## src/rtl/imm_decode_ctrl_pkg.sv

```systemverilog
// Shared types for the immediate decode controller: immediate selector, opcodes, skid states.
// Optional vector immediate support is enabled by defining RVV_IMM_EN.
package imm_pkg;

  typedef enum logic [2:0] {
    IMM_I    = 3'd0,
    IMM_S    = 3'd1,
    IMM_B    = 3'd2,
    IMM_U    = 3'd3,
    IMM_J    = 3'd4,
    IMM_Z    = 3'd5,
    IMM_V    = 3'd6,
    IMM_NONE = 3'd7
  } imm_sel_t;

  typedef enum logic [1:0] {
    SKID_EMPTY = 2'd0,
    SKID_ONE   = 2'd1,
    SKID_TWO   = 2'd2
  } skid_state_t;

  localparam logic [6:0] OPC_OP_IMM = 7'h13;
  localparam logic [6:0] OPC_LOAD   = 7'h03;
  localparam logic [6:0] OPC_JALR   = 7'h67;
  localparam logic [6:0] OPC_STORE  = 7'h23;
  localparam logic [6:0] OPC_BRANCH = 7'h63;
  localparam logic [6:0] OPC_LUI    = 7'h37;
  localparam logic [6:0] OPC_AUIPC  = 7'h17;
  localparam logic [6:0] OPC_JAL    = 7'h6F;
  localparam logic [6:0] OPC_SYSTEM = 7'h73;
  localparam logic [6:0] OPC_OP     = 7'h33;
  localparam logic [6:0] OPC_FENCE  = 7'h0F;
  localparam logic [6:0] OPC_OP_V   = 7'h57;

endpackage

```

## src/rtl/imm_decode_ctrl_sign_extend.sv

```systemverilog
// signExtend: builds the five standard RISC-V immediates from instruction bits [31:7].
// Bit k of instr_hi corresponds to instruction bit k+7.
module signExtend (
  input  logic [24:0] instr_hi,
  output logic [31:0] imm_i,
  output logic [31:0] imm_s,
  output logic [31:0] imm_b,
  output logic [31:0] imm_u,
  output logic [31:0] imm_j
);

  assign imm_i = {{20{instr_hi[24]}}, instr_hi[24:13]};
  assign imm_s = {{20{instr_hi[24]}}, instr_hi[24:18], instr_hi[4:0]};
  assign imm_b = {{19{instr_hi[24]}}, instr_hi[24], instr_hi[0], instr_hi[23:18],
                  instr_hi[4:1], 1'b0};
  assign imm_u = {instr_hi[24:5], 12'b0};
  assign imm_j = {{11{instr_hi[24]}}, instr_hi[24], instr_hi[12:5], instr_hi[13],
                  instr_hi[23:14], 1'b0};

endmodule

```

## src/rtl/imm_decode_ctrl.sv

```systemverilog
// Decode-stage immediate selector feeding a 2-entry skid buffer with valid/ready handshakes.
// Define RVV_IMM_EN to decode vsetivli immediates and expose out_vtypei.
module imm_decode_ctrl
  import imm_pkg::*;
#(
  parameter int XLEN = 32,
  parameter int PC_W = 32
) (
  input  logic            clock,
  input  logic            reset,
  input  logic            flush,
  input  logic            in_valid,
  output logic            in_ready,
  input  logic [31:0]     in_instr,
  input  logic [PC_W-1:0] in_pc,
  output logic            out_valid,
  input  logic            out_ready,
  output logic [XLEN-1:0] out_imm,
  output logic [2:0]      out_imm_sel,
  output logic [PC_W-1:0] out_pc,
`ifdef RVV_IMM_EN
  output logic [9:0]      out_vtypei,
`endif
  output logic            out_illegal
);

  typedef struct packed {
    logic [XLEN-1:0] imm;
    imm_sel_t        sel;
    logic [PC_W-1:0] pc;
    logic            illegal;
`ifdef RVV_IMM_EN
    logic [9:0]      vtypei;
`endif
  } entry_t;

  logic [31:0] imm_i, imm_s, imm_b, imm_u, imm_j;

  signExtend u_sign_extend (
    .instr_hi (in_instr[31:7]),
    .imm_i    (imm_i),
    .imm_s    (imm_s),
    .imm_b    (imm_b),
    .imm_u    (imm_u),
    .imm_j    (imm_j)
  );

  entry_t dec;
  logic [6:0] opcode;
  logic [2:0] funct3;

  assign opcode = in_instr[6:0];
  assign funct3 = in_instr[14:12];

  always_comb begin
    dec         = '0;
    dec.sel     = IMM_NONE;
    dec.pc      = in_pc;
    dec.illegal = 1'b0;
    case (opcode)
      OPC_OP_IMM, OPC_LOAD, OPC_JALR: begin
        dec.sel = IMM_I;
        dec.imm = imm_i;
      end
      OPC_STORE: begin
        dec.sel = IMM_S;
        dec.imm = imm_s;
      end
      OPC_BRANCH: begin
        dec.sel = IMM_B;
        dec.imm = imm_b;
      end
      OPC_LUI, OPC_AUIPC: begin
        dec.sel = IMM_U;
        dec.imm = imm_u;
      end
      OPC_JAL: begin
        dec.sel = IMM_J;
        dec.imm = imm_j;
      end
      OPC_SYSTEM: begin
        // CSR immediate forms carry a 5-bit zero-extended uimm in the rs1 field
        if (funct3[2]) begin
          dec.sel = IMM_Z;
          dec.imm = {{(XLEN-5){1'b0}}, in_instr[19:15]};
        end else begin
          dec.sel = IMM_I;
          dec.imm = imm_i;
        end
      end
      OPC_OP, OPC_FENCE: begin
        dec.sel = IMM_NONE;
      end
`ifdef RVV_IMM_EN
      OPC_OP_V: begin
        if (funct3 == 3'b111 && in_instr[31:30] == 2'b11) begin
          dec.sel    = IMM_V;
          dec.imm    = {{(XLEN-5){1'b0}}, in_instr[19:15]};
          dec.vtypei = in_instr[29:20];
        end
      end
`endif
      default: begin
        dec.illegal = 1'b1;
      end
    endcase
  end

  skid_state_t state_reg, state_next;
  entry_t      head_reg, skid_reg;
  logic        in_fire, out_fire;
  logic        load_head, load_skid, head_from_skid;

  // in_ready depends only on registered state, so there is no path from out_ready
  assign in_ready  = (state_reg != SKID_TWO);
  assign out_valid = (state_reg != SKID_EMPTY);
  assign in_fire   = in_valid & in_ready & ~flush;
  assign out_fire  = out_valid & out_ready;

  always_ff @(posedge clock) begin
    if (reset) begin
      state_reg <= SKID_EMPTY;
    end else begin
      state_reg <= state_next;
    end
  end

  always_comb begin
    state_next     = state_reg;
    load_head      = 1'b0;
    load_skid      = 1'b0;
    head_from_skid = 1'b0;
    case (state_reg)
      SKID_EMPTY: begin
        if (in_fire) begin
          load_head  = 1'b1;
          state_next = SKID_ONE;
        end
      end
      SKID_ONE: begin
        if (in_fire && !out_fire) begin
          load_skid  = 1'b1;
          state_next = SKID_TWO;
        end else if (out_fire && !in_fire) begin
          state_next = SKID_EMPTY;
        end else if (in_fire && out_fire) begin
          load_head = 1'b1;
        end
      end
      SKID_TWO: begin
        if (out_fire) begin
          head_from_skid = 1'b1;
          state_next     = SKID_ONE;
        end
      end
      default: state_next = SKID_EMPTY;
    endcase
    if (flush) begin
      state_next     = SKID_EMPTY;
      load_head      = 1'b0;
      load_skid      = 1'b0;
      head_from_skid = 1'b0;
    end
  end

  always_ff @(posedge clock) begin
    if (reset) begin
      head_reg     <= '0;
      head_reg.sel <= IMM_NONE;
      skid_reg     <= '0;
      skid_reg.sel <= IMM_NONE;
    end else begin
      if (load_head) begin
        head_reg <= dec;
      end else if (head_from_skid) begin
        head_reg <= skid_reg;
      end
      if (load_skid) begin
        skid_reg <= dec;
      end
    end
  end

  assign out_imm     = head_reg.imm;
  assign out_imm_sel = head_reg.sel;
  assign out_pc      = head_reg.pc;
  assign out_illegal = head_reg.illegal;
`ifdef RVV_IMM_EN
  assign out_vtypei  = head_reg.vtypei;
`endif

endmodule
```

## config.mk

```make
export PLATFORM = sky130hd
export DESIGN_NAME = imm_decode_ctrl
export DESIGN_NICKNAME = d
export VERILOG_FILES = /design/src/rtl/imm_decode_ctrl_pkg.sv /design/src/rtl/imm_decode_ctrl_sign_extend.sv /design/src/rtl/imm_decode_ctrl.sv
export SDC_FILE = /design/constraint.sdc
export NUM_CORES = 1
export LEC_CHECK = 0
export BUFFER_PORTS_ARGS = -buffer_cell sky130_fd_sc_hd__buf_2
export CORE_MARGIN = 2
export CORE_UTILIZATION = 59
export CTS_CLUSTER_DIAMETER = 50
export DETAILED_ROUTE_END_ITERATION = 7
export GPL_ROUTABILITY_DRIVEN = 1
export PLACE_DENSITY = 0.85
export SKIP_CTS_REPAIR_TIMING = 1
export SYNTH_ARGS = -nofsm -noshare
export SYNTH_HDL_FRONTEND = slang
export SYNTH_HIERARCHICAL = 1
export SYNTH_SLANG_ARGS = --single-unit
```

## constraint.sdc

```tcl
create_clock -name clock -period 4.5 [get_ports clock]
set_clock_uncertainty 0.05 [all_clocks]
set_input_delay 1.125 -clock clock [delete_from_list [all_inputs] [get_ports clock]]
set_output_delay 1.125 -clock clock [all_outputs]
set_load 0.01 [all_outputs]
```

==> flow_results.xml, run 1 <==
<?xml version="1.0" encoding="UTF-8"?>
<metrics>
  <group name="clocking">
    <metric name="cts.sink_count" unit="">138</metric>
    <metric name="tritoncts" unit="">done</metric>
    <metric name="cts.path.max_buffers" unit="">2</metric>
    <metric name="cts_buffers" unit="">17</metric>
    <metric name="clock_tree.htree_level_count" unit="">4</metric>
    <metric name="clk_pin_slew" unit="ns">0.07</metric>
    <metric name="clk_root_buffer_cell" unit="">clkbuf_16</metric>
    <metric name="clk_latency" unit="ns">0.42</metric>
  </group>
  <group name="yosys">
    <metric name="post_synth.cell_area_avg" unit="sq um">8.57</metric>
    <metric name="synthCells" unit="">959</metric>
    <metric name="synth-edff-count" unit="">0</metric>
    <metric name="ys_ff_latch" unit="">138</metric>
    <metric name="synthArstFlopShare" unit="%">0</metric>
    <metric name="primary_ff_master_synth" unit="">dfxtp_1</metric>
    <metric name="synth.lib_cells_used.distinct" unit="">52</metric>
    <metric name="post_synth_instance_area" unit="sq um">8220</metric>
    <metric name="yosysWarnings" unit="">6</metric>
    <metric name="seq_area_frac_synth" unit="%">33.6</metric>
  </group>
  <group name="grt">
    <metric name="busiest_layer" unit="">met2</metric>
    <metric name="grt_pass1_vias" unit="">5982</metric>
    <metric name="grt_max_degree" unit="">77</metric>
    <metric name="overall_global_routing_resource_usage" unit="%">25.5</metric>
    <metric name="overflow" unit="">0</metric>
    <metric name="grt_pass1_wl" unit="um">30400</metric>
    <metric name="grt.met2_usage" unit="%">38.9</metric>
    <metric name="antenna_violations_before_repair" unit="">0</metric>
    <metric name="grt_use_met3" unit="%">5.95</metric>
    <metric name="gr-usage-met1" unit="%">35.8</metric>
  </group>
  <group name="layout">
    <metric name="antenna_cells_inserted" unit="">0</metric>
    <metric name="layout.cells.most_common" unit="">dfxtp_1</metric>
    <metric name="final_nets" unit="">979</metric>
    <metric name="finish.utilization" unit="%">60.6</metric>
    <metric name="max_ffs_per_register" unit="">68</metric>
    <metric name="synthToLayoutAreaGrowth" unit="%">1.08</metric>
    <metric name="final_layout_size_suffix_gt1_share" unit="%">25.1</metric>
    <metric name="layout.cells.most_common_list" unit="">dfxtp_1 (138), buf_2 (137), nand2_1 (105), a21oi_1 (72), a311oi_1 (61)</metric>
    <metric name="fillerInstances" unit="">1181</metric>
  </group>
  <group name="power_and_ir_drop">
    <metric name="vdd_ir_drop_max" unit="mV">0.296</metric>
    <metric name="power_density" unit="nW/um^2">362</metric>
    <metric name="leakage_power" unit="uW">0.00307</metric>
  </group>
  <group name="route">
    <metric name="drc" unit="">0</metric>
    <metric name="num_vias" unit="">6695</metric>
    <metric name="route.final.wire_length" unit="um">19200</metric>
    <metric name="initialDrtViolationCount" unit="">712</metric>
    <metric name="ant_nets" unit="">0</metric>
    <metric name="post_drt_via_cell_ratio" unit="">6.08</metric>
    <metric name="first_pass_iters" unit="">5</metric>
    <metric name="avgRoutedWirePerCell" unit="um">17.4</metric>
  </group>
  <group name="setup_path">
    <metric name="timing.critical_path.slowest_cell_delay" unit="ns">0.54</metric>
    <metric name="start_kind" unit="">primary input</metric>
    <metric name="reg2reg_setup_slack" unit="ns">1.79</metric>
    <metric name="cp_slowest_cell" unit="">and2_4</metric>
    <metric name="worst_ep_arrival_time" unit="ns">3.23</metric>
    <metric name="timing.setup.critical_path_class" unit="">in2reg</metric>
    <metric name="worstPathMaxFanout" unit="">55</metric>
    <metric name="worstSetupEndpointType" unit="">register</metric>
    <metric name="crit_chain" unit="">buf_2, nor3b_1, ha_1, mux2_4, and2_4, buf_4, a211oi_1, a311oi_1</metric>
    <metric name="timing.critical_path.required" unit="ns">4.78</metric>
  </group>
  <group name="floorplan">
    <metric name="row_count" unit="">43</metric>
    <metric name="fp.dieH" unit="um">122</metric>
    <metric name="ioPinCount" unit="">139</metric>
    <metric name="initial_core_util" unit="%">59.9</metric>
    <metric name="chipWidth" unit="um">122</metric>
    <metric name="core" unit="sq um">13700</metric>
    <metric name="floorplan.die_area" unit="sq um">14900</metric>
  </group>
  <group name="timing">
    <metric name="fin_crit" unit="ns">2.95</metric>
    <metric name="max_slew_margin" unit="%">23.2</metric>
    <metric name="finalSetupViolCount" unit="">0</metric>
    <metric name="hold_viol" unit="">0</metric>
    <metric name="rsz0062_at_grt" unit="">false</metric>
    <metric name="timing_max_transition_violations_final" unit="">0</metric>
    <metric name="timing_worst_slew_pin_value" unit="ns">1.15</metric>
    <metric name="finalCritPeriodShare" unit="%">65.5</metric>
    <metric name="fin_setup_tns" unit="ns">0</metric>
    <metric name="max_freq" unit="MHz">339</metric>
  </group>
  <group name="place">
    <metric name="gp_congestion" unit="">0.831</metric>
    <metric name="post-dp-hpwl" unit="um">12400</metric>
    <metric name="io_buffers" unit="">138</metric>
  </group>
  <group name="hold_path">
    <metric name="hp-class" unit="">reg2reg</metric>
  </group>
  <group name="outcome">
    <metric name="outcome" unit="">completed</metric>
  </group>
  <group name="flow_run">
    <metric name="maxCapViolations" unit="">0</metric>
  </group>
</metrics>
## cell families (layout without fill, tap and decap cells)
family | count (synthesis) | in the layout | synth area share [%]
compound gates | 296 | 296 | 27.2
fa+ha+maj | 2 | 2 | 0.304
mux | 36 | 36 | 4.47
buf+inv | 249 | 198 | 20.7
simple gates | 236 | 236 | 13.6
other cells | 1 | 14 | 0.0456
xor+xnor | 1 | 1 | 0.107
flops | 138 | 138 | 33.6
## cell type report
cell class	count	area, sq um	area share, %
Tap cell	180	225	2.71
Timing Repair Buffer	159	863	10.4
Sequential cell	138	2760	33.2
Clock inverter	15	180	2.17
Inverter	7	26.3	0.316
Multi-Input combinational cell	585	3830	46.1
Clock buffer	17	425	5.12
## power breakdown
part | internal [uW] | switching [uW] | leakage (uW)
combinational | 125 | 197 | 0.00166
sequential | 1260 | 19.4 | 0.00112
clock | 793 | 611 | 0.000289
total | 2180 | 828 | 0.00307
## per-layer routing
| layer | up-vias | wire, um |
|---|---|---|
| met5 | - | 0 |
| met4 | 0 | 395 |
| met3 | 37 | 1630 |
| met2 | 315 | 8750 |
| met1 | 3107 | 8400 |
| li1 | 3236 | - |
## through the flow
stage / total power, uW / std cells / setup WS (ns) / hold slack, ns / cell area (sq um)
2_1_floorplan: 1600 / 972 / 1.69 / 0.386 / 8270
3_3_place_gp: 1610 / 1069 / 1.28 / 0.389 / 7700
3_5_place_dp: 1620 / 1069 / 1.13 / 0.393 / 7700
4_1_cts: 3000 / 1101 / 1.56 / 0.402 / 8310
5_1_grt: 3100 / 1101 / 1.41 / 0.416 / 8310
6_report: 3000 / 1101 / 1.55 / 0.400 / 8310
## path summary, 6_finish.rpt
check,depth (start not counted),endpoint,start
setup reg to reg,8,out_illegal$_SDFFE_PP0P_,state_reg[0]$_SDFFE_PP0P_
hold / removal,2,out_pc[7]$_SDFFE_PP0P_,out_pc[7]$_SDFFE_PP0P_
hold reg to reg,2,out_pc[7]$_SDFFE_PP0P_,out_pc[7]$_SDFFE_PP0P_
setup / recovery,8,out_illegal$_SDFFE_PP0P_,flush
## synthesized netlist by cell type (6+ instances only)
library cell    n  area, sq um
mux2i_1        33          330
o21ai_0        38          190
a221oi_2       27          405
a21oi_1        73          365
nor2_1         41          154
buf_2          22          110
nor3_1         34          170
a311oi_1       61          534
inv_1           7         26.3
clkbuf_1       35          131
buf_4         170         1280
nand2_1       105          394
a211oi_1       31          233
buf_6          13          146
dfxtp_1       138         2760
a221oi_1        6         52.6
nor2b_1        29          181
a22oi_1        38          285
## critical path, delay by kind of cell
kind / cells / cell delay, ns
AOI/OAI and AO/OA: 2 / 0.36
adders and majority gates: 1 / 0.21
muxes: 1 / 0.16
and+or+nand+nor: 2 / 0.87
buffers and inverters: 2 / 0.49
Note: power is estimated with default switching activity, not from simulation.
==> run 2: changes to the inputs <==
--- a/config.mk
+++ b/config.mk
@@ -5,13 +5,14 @@
 export SDC_FILE = /design/constraint.sdc
 export NUM_CORES = 1
 export LEC_CHECK = 0
+export ABC_AREA = 1
 export BUFFER_PORTS_ARGS = -buffer_cell sky130_fd_sc_hd__buf_2
 export CORE_MARGIN = 2
-export CORE_UTILIZATION = 59
+export CORE_UTILIZATION = 52
 export CTS_CLUSTER_DIAMETER = 50
 export DETAILED_ROUTE_END_ITERATION = 7
 export GPL_ROUTABILITY_DRIVEN = 1
-export PLACE_DENSITY = 0.85
+export PLACE_DENSITY = 0.79
 export SKIP_CTS_REPAIR_TIMING = 1
 export SYNTH_ARGS = -nofsm -noshare
 export SYNTH_HDL_FRONTEND = slang
==> constraint.sdc (replaced) <==
create_clock -name clock -period 2.5 [get_ports clock]
set_clock_uncertainty 0.05 [all_clocks]
set_input_delay 0.625 -clock clock [delete_from_list [all_inputs] [get_ports clock]]
set_output_delay 0.625 -clock clock [all_outputs]
set_load 0.01 [all_outputs]
==> run 2 against run 1 <==
First-iteration DRC count down 14%. Largest cell class unchanged. Non-clock buffer count up 5. Highest routed layer unchanged. Sequential share of layout area down 3.3 points. Area after synthesis up 9.4%.
==> flow_results.xml, run 2 <==
<?xml version="1.0" encoding="UTF-8"?>
<metrics>
  <group name="route">
    <metric name="route.final.wire_length" unit="um">20800</metric>
    <metric name="first_pass_iters" unit="">7</metric>
    <metric name="initialDrtViolationCount" unit="">611</metric>
    <metric name="avgRoutedWirePerCell" unit="um">12.9</metric>
    <metric name="drc" unit="">0</metric>
    <metric name="ant_nets" unit="">0</metric>
    <metric name="num_vias" unit="">8106</metric>
    <metric name="post_drt_via_cell_ratio" unit="">5.01</metric>
  </group>
  <group name="layout">
    <metric name="max_ffs_per_register" unit="">68</metric>
    <metric name="final_nets" unit="">1451</metric>
    <metric name="finalNonFillerCells" unit="">1618</metric>
    <metric name="final_layout_size_suffix_gt1_share" unit="%">16.1</metric>
    <metric name="multi_input_area" unit="sq um">3920</metric>
    <metric name="synthToLayoutAreaGrowth" unit="%">2.74</metric>
    <metric name="layout.cells.most_common_list" unit="">nand2_1 (305), inv_1 (177), nand3_1 (142), buf_2 (138), dfxtp_1 (138)</metric>
    <metric name="layout.cells.most_common" unit="">nand2_1</metric>
    <metric name="antenna_cells_inserted" unit="">0</metric>
    <metric name="fillerInstances" unit="">1673</metric>
    <metric name="ff_latch_area" unit="sq um">2760</metric>
  </group>
  <group name="setup_path">
    <metric name="critPathBufInv" unit="">2</metric>
    <metric name="timing.critical_path.slowest_cell_delay" unit="ns">0.34</metric>
    <metric name="timing.critical_path.max_delay_family" unit="">simple AND/OR/NAND/NOR gates</metric>
    <metric name="cp_slowest_cell" unit="">dfxtp_1</metric>
    <metric name="worstSetupEndpointType" unit="">register</metric>
    <metric name="worstReg2RegStart" unit="">state_reg[1]$_SDFFE_PP0P_</metric>
    <metric name="worst_ep_arrival_time" unit="ns">2.35</metric>
    <metric name="start_kind" unit="">register</metric>
    <metric name="worstPathMaxFanout" unit="">32</metric>
    <metric name="reg2reg_setup_slack" unit="ns">0.38</metric>
    <metric name="timing.setup.critical_path_class" unit="">reg2reg</metric>
    <metric name="ff2ff_path_depth" unit="">11</metric>
    <metric name="worstSetupStartpoint" unit="">state_reg[1]$_SDFFE_PP0P_</metric>
    <metric name="critical_path_depth" unit="">11</metric>
    <metric name="timing.critical_path.required" unit="ns">2.73</metric>
    <metric name="reg2reg_to" unit="">out_pc[16]$_SDFFE_PP0P_</metric>
    <metric name="crit_chain" unit="">inv_2, nor2_4, nor3_1, ha_1, nand2_1, o21ai_1, nand2_2, nand2_2, inv_2, a21oi_1, nor2_1</metric>
    <metric name="critical_path.endpoint" unit="">out_pc[16]$_SDFFE_PP0P_</metric>
  </group>
  <group name="place">
    <metric name="dp_cells" unit="">1586</metric>
    <metric name="io_buffers" unit="">138</metric>
    <metric name="post-dp-hpwl" unit="um">14000</metric>
    <metric name="pre_cts_slack" unit="ns">0.0484</metric>
    <metric name="gp_congestion" unit="">0.852</metric>
  </group>
  <group name="yosys">
    <metric name="synth-edff-count" unit="">0</metric>
    <metric name="synth.lib_cells_used.distinct" unit="">30</metric>
    <metric name="primary_ff_master_synth" unit="">dfxtp_1</metric>
    <metric name="synth.top_cell.area_share" unit="%">30.7</metric>
    <metric name="synthArstFlopShare" unit="%">0</metric>
    <metric name="seq_area_frac_synth" unit="%">30.7</metric>
    <metric name="ys_ff_latch" unit="">138</metric>
    <metric name="yosysWarnings" unit="">6</metric>
    <metric name="yosys.area.top_type" unit="">dfxtp_1</metric>
    <metric name="yosysMostFrequentCell" unit="">nand2_1</metric>
    <metric name="post_synth_instance_area" unit="sq um">8990</metric>
    <metric name="post_synth.cell_area_avg" unit="sq um">6.32</metric>
    <metric name="synthCells" unit="">1423</metric>
    <metric name="netlist_top_cells_count" unit="">nand2_1 (305), inv_1 (178), buf_4 (168)</metric>
    <metric name="yosys-top-cells-area" unit="">dfxtp_1 (31%), buf_4 (14%), nand2_1 (13%)</metric>
  </group>
  <group name="hold_path">
    <metric name="hp-class" unit="">in2reg</metric>
  </group>
  <group name="timing">
    <metric name="final.setup.worst_slack" unit="ns">0.385</metric>
    <metric name="timing_worst_slew_pin_value" unit="ns">0.797</metric>
    <metric name="fin_setup_tns" unit="ns">0</metric>
    <metric name="timing_max_transition_violations_final" unit="">0</metric>
    <metric name="fin_crit" unit="ns">2.12</metric>
    <metric name="finalCritPeriodShare" unit="%">84.6</metric>
    <metric name="rsz0062_at_grt" unit="">false</metric>
    <metric name="hold_viol" unit="">0</metric>
    <metric name="finalSetupViolCount" unit="">0</metric>
    <metric name="max_slew_margin" unit="%">46.9</metric>
    <metric name="max_freq" unit="MHz">473</metric>
  </group>
  <group name="power_and_ir_drop">
    <metric name="leakage_power" unit="uW">0.00480</metric>
    <metric name="power_density" unit="nW/um^2">593</metric>
    <metric name="vdd_ir_drop_max" unit="mV">0.508</metric>
    <metric name="total_power_of_the_final_layout" unit="uW">5480</metric>
  </group>
  <group name="outcome">
    <metric name="outcome" unit="">completed</metric>
  </group>
  <group name="floorplan">
    <metric name="row_count" unit="">48</metric>
    <metric name="initial_core_util" unit="%">52.5</metric>
    <metric name="fp.dieH" unit="um">135</metric>
    <metric name="core" unit="sq um">17100</metric>
    <metric name="ioPinCount" unit="">139</metric>
    <metric name="chipWidth" unit="um">135</metric>
    <metric name="floorplan.die_area" unit="sq um">18400</metric>
  </group>
  <group name="grt">
    <metric name="grt_pass1_vias" unit="">7280</metric>
    <metric name="overflow" unit="">0</metric>
    <metric name="overall_global_routing_resource_usage" unit="%">23.5</metric>
    <metric name="grt_pass1_wl" unit="um">34800</metric>
    <metric name="antenna_violations_before_repair" unit="">0</metric>
    <metric name="grt_max_degree" unit="">70</metric>
  </group>
  <group name="clocking">
    <metric name="clock_tree.htree_level_count" unit="">4</metric>
    <metric name="cts_buffers" unit="">17</metric>
    <metric name="tritoncts" unit="">done</metric>
    <metric name="cts.sink_count" unit="">138</metric>
    <metric name="clk_root_buffer_cell" unit="">clkbuf_16</metric>
    <metric name="clk_pin_slew" unit="ns">0.07</metric>
    <metric name="cts.path.max_buffers" unit="">2</metric>
    <metric name="clk_latency" unit="ns">0.43</metric>
  </group>
  <group name="flow_run">
    <metric name="maxCapViolations" unit="">0</metric>
  </group>
</metrics>
-- run 2: cell types whose count changed in the layout (fill, tap and decap cells not counted), sizes merged, moves of 12 or more --
cell    delta
a221oi    -33
a21oi     +24
a311oi    -61
nand3    +141
nor2b     -29
nand2    +208
mux2i     -33
o21ai     +99
a22oi     -38
inv      +185
nor3      -34
a31oi     +12
a211oi    -30
nor2      +92
-- run 2: kinds of logic (layout without fill, tap and decap cells) --
logic type | count (synthesis) | in the layout | synth area share (%)
AO/OA/AOI/OAI | 258 | 258 | 14.8
adder cells (fa/ha/maj) | 2 | 2 | 0.278
buffers and inverters | 427 | 384 | 26.2
flip-flops | 138 | 138 | 30.7
other | 1 | 14 | 0.0417
AND/OR/NAND/NOR | 597 | 597 | 28.0
-- run 2: power breakdown --
| part | switching (uW) | internal [uW] |
|---|---|---|
| clock network | 1130 | 1430 |
| registers | 36.5 | 2270 |
| logic | 396 | 220 |
| total | 1560 | 3920 |
-- run 2: layer usage --
layer | part of all wire (%) | track usage, %
met5 | 0 | 0
met4 | 1.5 | 8.74
met3 | 7.0 | 4.60
met2 | 46 | 38.4
met1 | 45 | 30.8
-- run 2: stage by stage --
step,area [sq um],utilization [%],hold slack (ns)
after detailed placement,8650,50.5,0.404
after floorplan,9040,-,0.391
after CTS,9240,54.0,0.366
final,9240,54.0,0.382
after global routing,9240,54.0,0.389
after global placement,8650,50.5,0.403
-- run 2: tightest hold or removal path, stage by stage --
cell    delay (ns)
buf_2         0.09
nor2_1        0.04
nor2_1        0.08
-- run 2: area by class of cell --
class                      instances  share of cell area [%]
timing repair buffer             164                    10.5
clock inverter                    15                    1.80
multi-input combinational        871                    42.5
sequential                       138                    29.9
inverter                         188                    7.64
tap                              225                    3.05
clock buffer                      17                    4.61
-- run 2: worst min-delay path by stage --
stage               cells past startpoint                        end                      start  slack, ns
floorplan                               2  skid_reg[33]$_SDFFE_PP1P_  skid_reg[33]$_SDFFE_PP1P_       0.39
global placement                        2  skid_reg[35]$_SDFFE_PP1P_  skid_reg[35]$_SDFFE_PP1P_       0.40
detailed placement                      2  skid_reg[35]$_SDFFE_PP1P_  skid_reg[35]$_SDFFE_PP1P_       0.40
CTS                                     3   skid_reg[3]$_SDFFE_PP0P_                   in_pc[2]       0.37
global route                            3  skid_reg[10]$_SDFFE_PP0P_                   in_pc[9]       0.39
finish                                  3   skid_reg[3]$_SDFFE_PP0P_                   in_pc[2]       0.38
==> run 3: changes to the inputs <==
--- a/config.mk
+++ b/config.mk
@@ -8,11 +8,11 @@
 export ABC_AREA = 1
 export BUFFER_PORTS_ARGS = -buffer_cell sky130_fd_sc_hd__buf_2
 export CORE_MARGIN = 2
-export CORE_UTILIZATION = 52
+export CORE_UTILIZATION = 58
 export CTS_CLUSTER_DIAMETER = 50
 export DETAILED_ROUTE_END_ITERATION = 7
 export GPL_ROUTABILITY_DRIVEN = 1
-export PLACE_DENSITY = 0.79
+export PLACE_DENSITY = 0.83
 export SKIP_CTS_REPAIR_TIMING = 1
 export SYNTH_ARGS = -nofsm -noshare
 export SYNTH_HDL_FRONTEND = slang
==> constraint.sdc (replaced) <==
create_clock -name clock -period 2.1 [get_ports clock]
set_clock_uncertainty 0.05 [all_clocks]
set_input_delay 0.525 -clock clock [delete_from_list [all_inputs] [get_ports clock]]
set_output_delay 0.525 -clock clock [all_outputs]
set_load 0.01 [all_outputs]
==> run 3 against run 2 <==
Clock power increased by 24%. Utilization increased by 8.1 points. Hold slack got worse by 0.097 ns. Global-route usage increased by 2.8 points. Cell area increased by 2.2%. Final cell count decreased by 1.1%. Die area decreased by 10%. First-iteration DRC count increased by 26%.
==> flow_results.xml, run 3 (synthesis gave the netlist of run 2 again) <==
<?xml version="1.0" encoding="UTF-8"?>
<metrics>
  <group name="floorplan">
    <metric name="fp.dieH" unit="um">129</metric>
    <metric name="initial_core_util" unit="%">59.1</metric>
    <metric name="ioPinCount" unit="">139</metric>
    <metric name="core" unit="sq um">15200</metric>
    <metric name="chipWidth" unit="um">129</metric>
    <metric name="row_count" unit="">45</metric>
    <metric name="floorplan.die_area" unit="sq um">16500</metric>
  </group>
  <group name="clocking">
    <metric name="tritoncts" unit="">done</metric>
    <metric name="cts.sink_count" unit="">138</metric>
    <metric name="cts_buffers" unit="">17</metric>
    <metric name="clk_pin_slew" unit="ns">0.07</metric>
    <metric name="clk_latency" unit="ns">0.43</metric>
    <metric name="clk_root_buffer_cell" unit="">clkbuf_16</metric>
    <metric name="cts.path.max_buffers" unit="">2</metric>
    <metric name="clock_tree.htree_level_count" unit="">4</metric>
  </group>
  <group name="route">
    <metric name="first_pass_iters" unit="">6</metric>
    <metric name="avgRoutedWirePerCell" unit="um">13.6</metric>
    <metric name="routed-wl-met3" unit="um">1440</metric>
    <metric name="post_drt_via_cell_ratio" unit="">5.23</metric>
    <metric name="m1WireLength" unit="um">9230</metric>
    <metric name="ant_nets" unit="">0</metric>
    <metric name="route.top_layer_used" unit="">met4</metric>
    <metric name="initialDrtViolationCount" unit="">772</metric>
    <metric name="met2RoutedLength" unit="um">10400</metric>
    <metric name="drc" unit="">0</metric>
    <metric name="num_vias" unit="">8373</metric>
    <metric name="route.final.wire_length" unit="um">21700</metric>
  </group>
  <group name="layout">
    <metric name="layout.cells.most_common" unit="">nand2_1</metric>
    <metric name="final_layout_size_suffix_gt1_share" unit="%">17.3</metric>
    <metric name="max_ffs_per_register" unit="">68</metric>
    <metric name="fillerInstances" unit="">1429</metric>
    <metric name="synthToLayoutAreaGrowth" unit="%">4.97</metric>
    <metric name="antenna_cells_inserted" unit="">0</metric>
    <metric name="layout.cells.most_common_list" unit="">nand2_1 (305), inv_1 (177), nand3_1 (142), buf_2 (138), dfxtp_1 (137)</metric>
    <metric name="final_area" unit="sq um">9440</metric>
    <metric name="final_nets" unit="">1470</metric>
    <metric name="finish.utilization" unit="%">62.1</metric>
  </group>
  <group name="grt">
    <metric name="antenna_violations_before_repair" unit="">0</metric>
    <metric name="grt_max_degree" unit="">70</metric>
    <metric name="grt_pass1_wl" unit="um">35300</metric>
    <metric name="grt_pass1_vias" unit="">7566</metric>
    <metric name="overflow" unit="">0</metric>
    <metric name="overall_global_routing_resource_usage" unit="%">26.2</metric>
  </group>
  <group name="setup_path">
    <metric name="worstSetupEndpointType" unit="">register</metric>
    <metric name="timing.critical_path.required" unit="ns">2.41</metric>
    <metric name="worstPathMaxFanout" unit="">48</metric>
    <metric name="timing.critical_path.max_delay_family" unit="">simple AND/OR/NAND/NOR gates</metric>
    <metric name="timing.setup.critical_path_class" unit="">reg2reg</metric>
    <metric name="start_kind" unit="">register</metric>
    <metric name="cp_slowest_cell" unit="">dfxtp_2</metric>
    <metric name="critPathBufInv" unit="">3</metric>
    <metric name="crit_chain" unit="">inv_2, nor2_4, nor3_1, buf_4, ha_1, nand2_1, nor2_4, buf_12, o21ai_0, a21oi_1</metric>
    <metric name="worst_ep_arrival_time" unit="ns">2.22</metric>
    <metric name="timing.critical_path.slowest_cell_delay" unit="ns">0.34</metric>
    <metric name="worst_path_most_repeated_cell" unit="">nor2_4</metric>
  </group>
  <group name="place">
    <metric name="pre_cts_slack" unit="ns">-0.0583</metric>
    <metric name="gp_congestion" unit="">0.938</metric>
    <metric name="io_buffers" unit="">138</metric>
    <metric name="post-dp-hpwl" unit="um">14400</metric>
    <metric name="placement.cell_area" unit="sq um">8770</metric>
  </group>
  <group name="outcome">
    <metric name="outcome" unit="">completed</metric>
  </group>
  <group name="timing">
    <metric name="hold_viol" unit="">0</metric>
    <metric name="rsz0062_at_grt" unit="">false</metric>
    <metric name="timing_max_transition_violations_final" unit="">0</metric>
    <metric name="max_freq" unit="MHz">524</metric>
    <metric name="finalHoldWorstSlack" unit="ns">0.285</metric>
    <metric name="finalCritPeriodShare" unit="%">90.9</metric>
    <metric name="finalSetupViolCount" unit="">0</metric>
    <metric name="fin_crit" unit="ns">1.91</metric>
    <metric name="fin_setup_tns" unit="ns">0</metric>
    <metric name="final.setup.worst_slack" unit="ns">0.191</metric>
  </group>
  <group name="power_and_ir_drop">
    <metric name="power_density" unit="nW/um^2">707</metric>
    <metric name="vdd_ir_drop_max" unit="mV">0.517</metric>
    <metric name="leakage_power" unit="uW">0.00492</metric>
  </group>
  <group name="hold_path">
    <metric name="hp-class" unit="">in2reg</metric>
  </group>
  <group name="flow_run">
    <metric name="maxCapViolations" unit="">0</metric>
  </group>
</metrics>
run 3: layout make-up:
cell class	count	area, sq um	share of cell area [%]
Clock inverter	15	200	2.12
Sequential cell	138	2760	29.3
Multi-Input combinational cell	871	3930	41.6
Timing Repair Buffer	183	1170	12.4
Tap cell	188	235	2.49
Inverter	188	713	7.56
Clock buffer	17	425	4.51
run 3: per-stage QoR:
| stage | instances | total power, uW |
|---|---|---|
| finish | 1600 | 6680 |
| global route | 1600 | 6920 |
| CTS | 1599 | 6690 |
| detailed placement | 1567 | 3550 |
| global placement | 1567 | 3530 |
| floorplan | 1436 | 3450 |
run 3: worst min-delay path, cell delays in order:
cell	delay, ns
buf_2	0.09
nor2_1	0.04
nor2_1	0.08
run 3: where the power goes:
| group | switching [uW] | internal, uW | total, uW |
|---|---|---|---|
| Sequential | 42.9 | 2710 | 2750 |
| Clock | 1340 | 1820 | 3160 |
| Combinational | 483 | 283 | 766 |
run 3: final timing paths:
check,start,end,slack [ns],depth (start not counted)
min reg2reg,out_pc[6]$_SDFFE_PP0P_,out_pc[6]$_SDFFE_PP0P_,0.43,2
min,in_pc[2],skid_reg[3]$_SDFFE_PP0P_,0.29,3
max reg2reg,state_reg[1]$_SDFFE_PP0P_,skid_reg[17]$_SDFFE_PP0P_,0.19,10
max,state_reg[1]$_SDFFE_PP0P_,skid_reg[17]$_SDFFE_PP0P_,0.19,10
run 3: routing by layer:
layer	track usage (%)	vias up
li1	-	4249
met1	32.9	3755
met2	44.7	315
met3	5.11	54
met4	10.2	0
met5	0	-
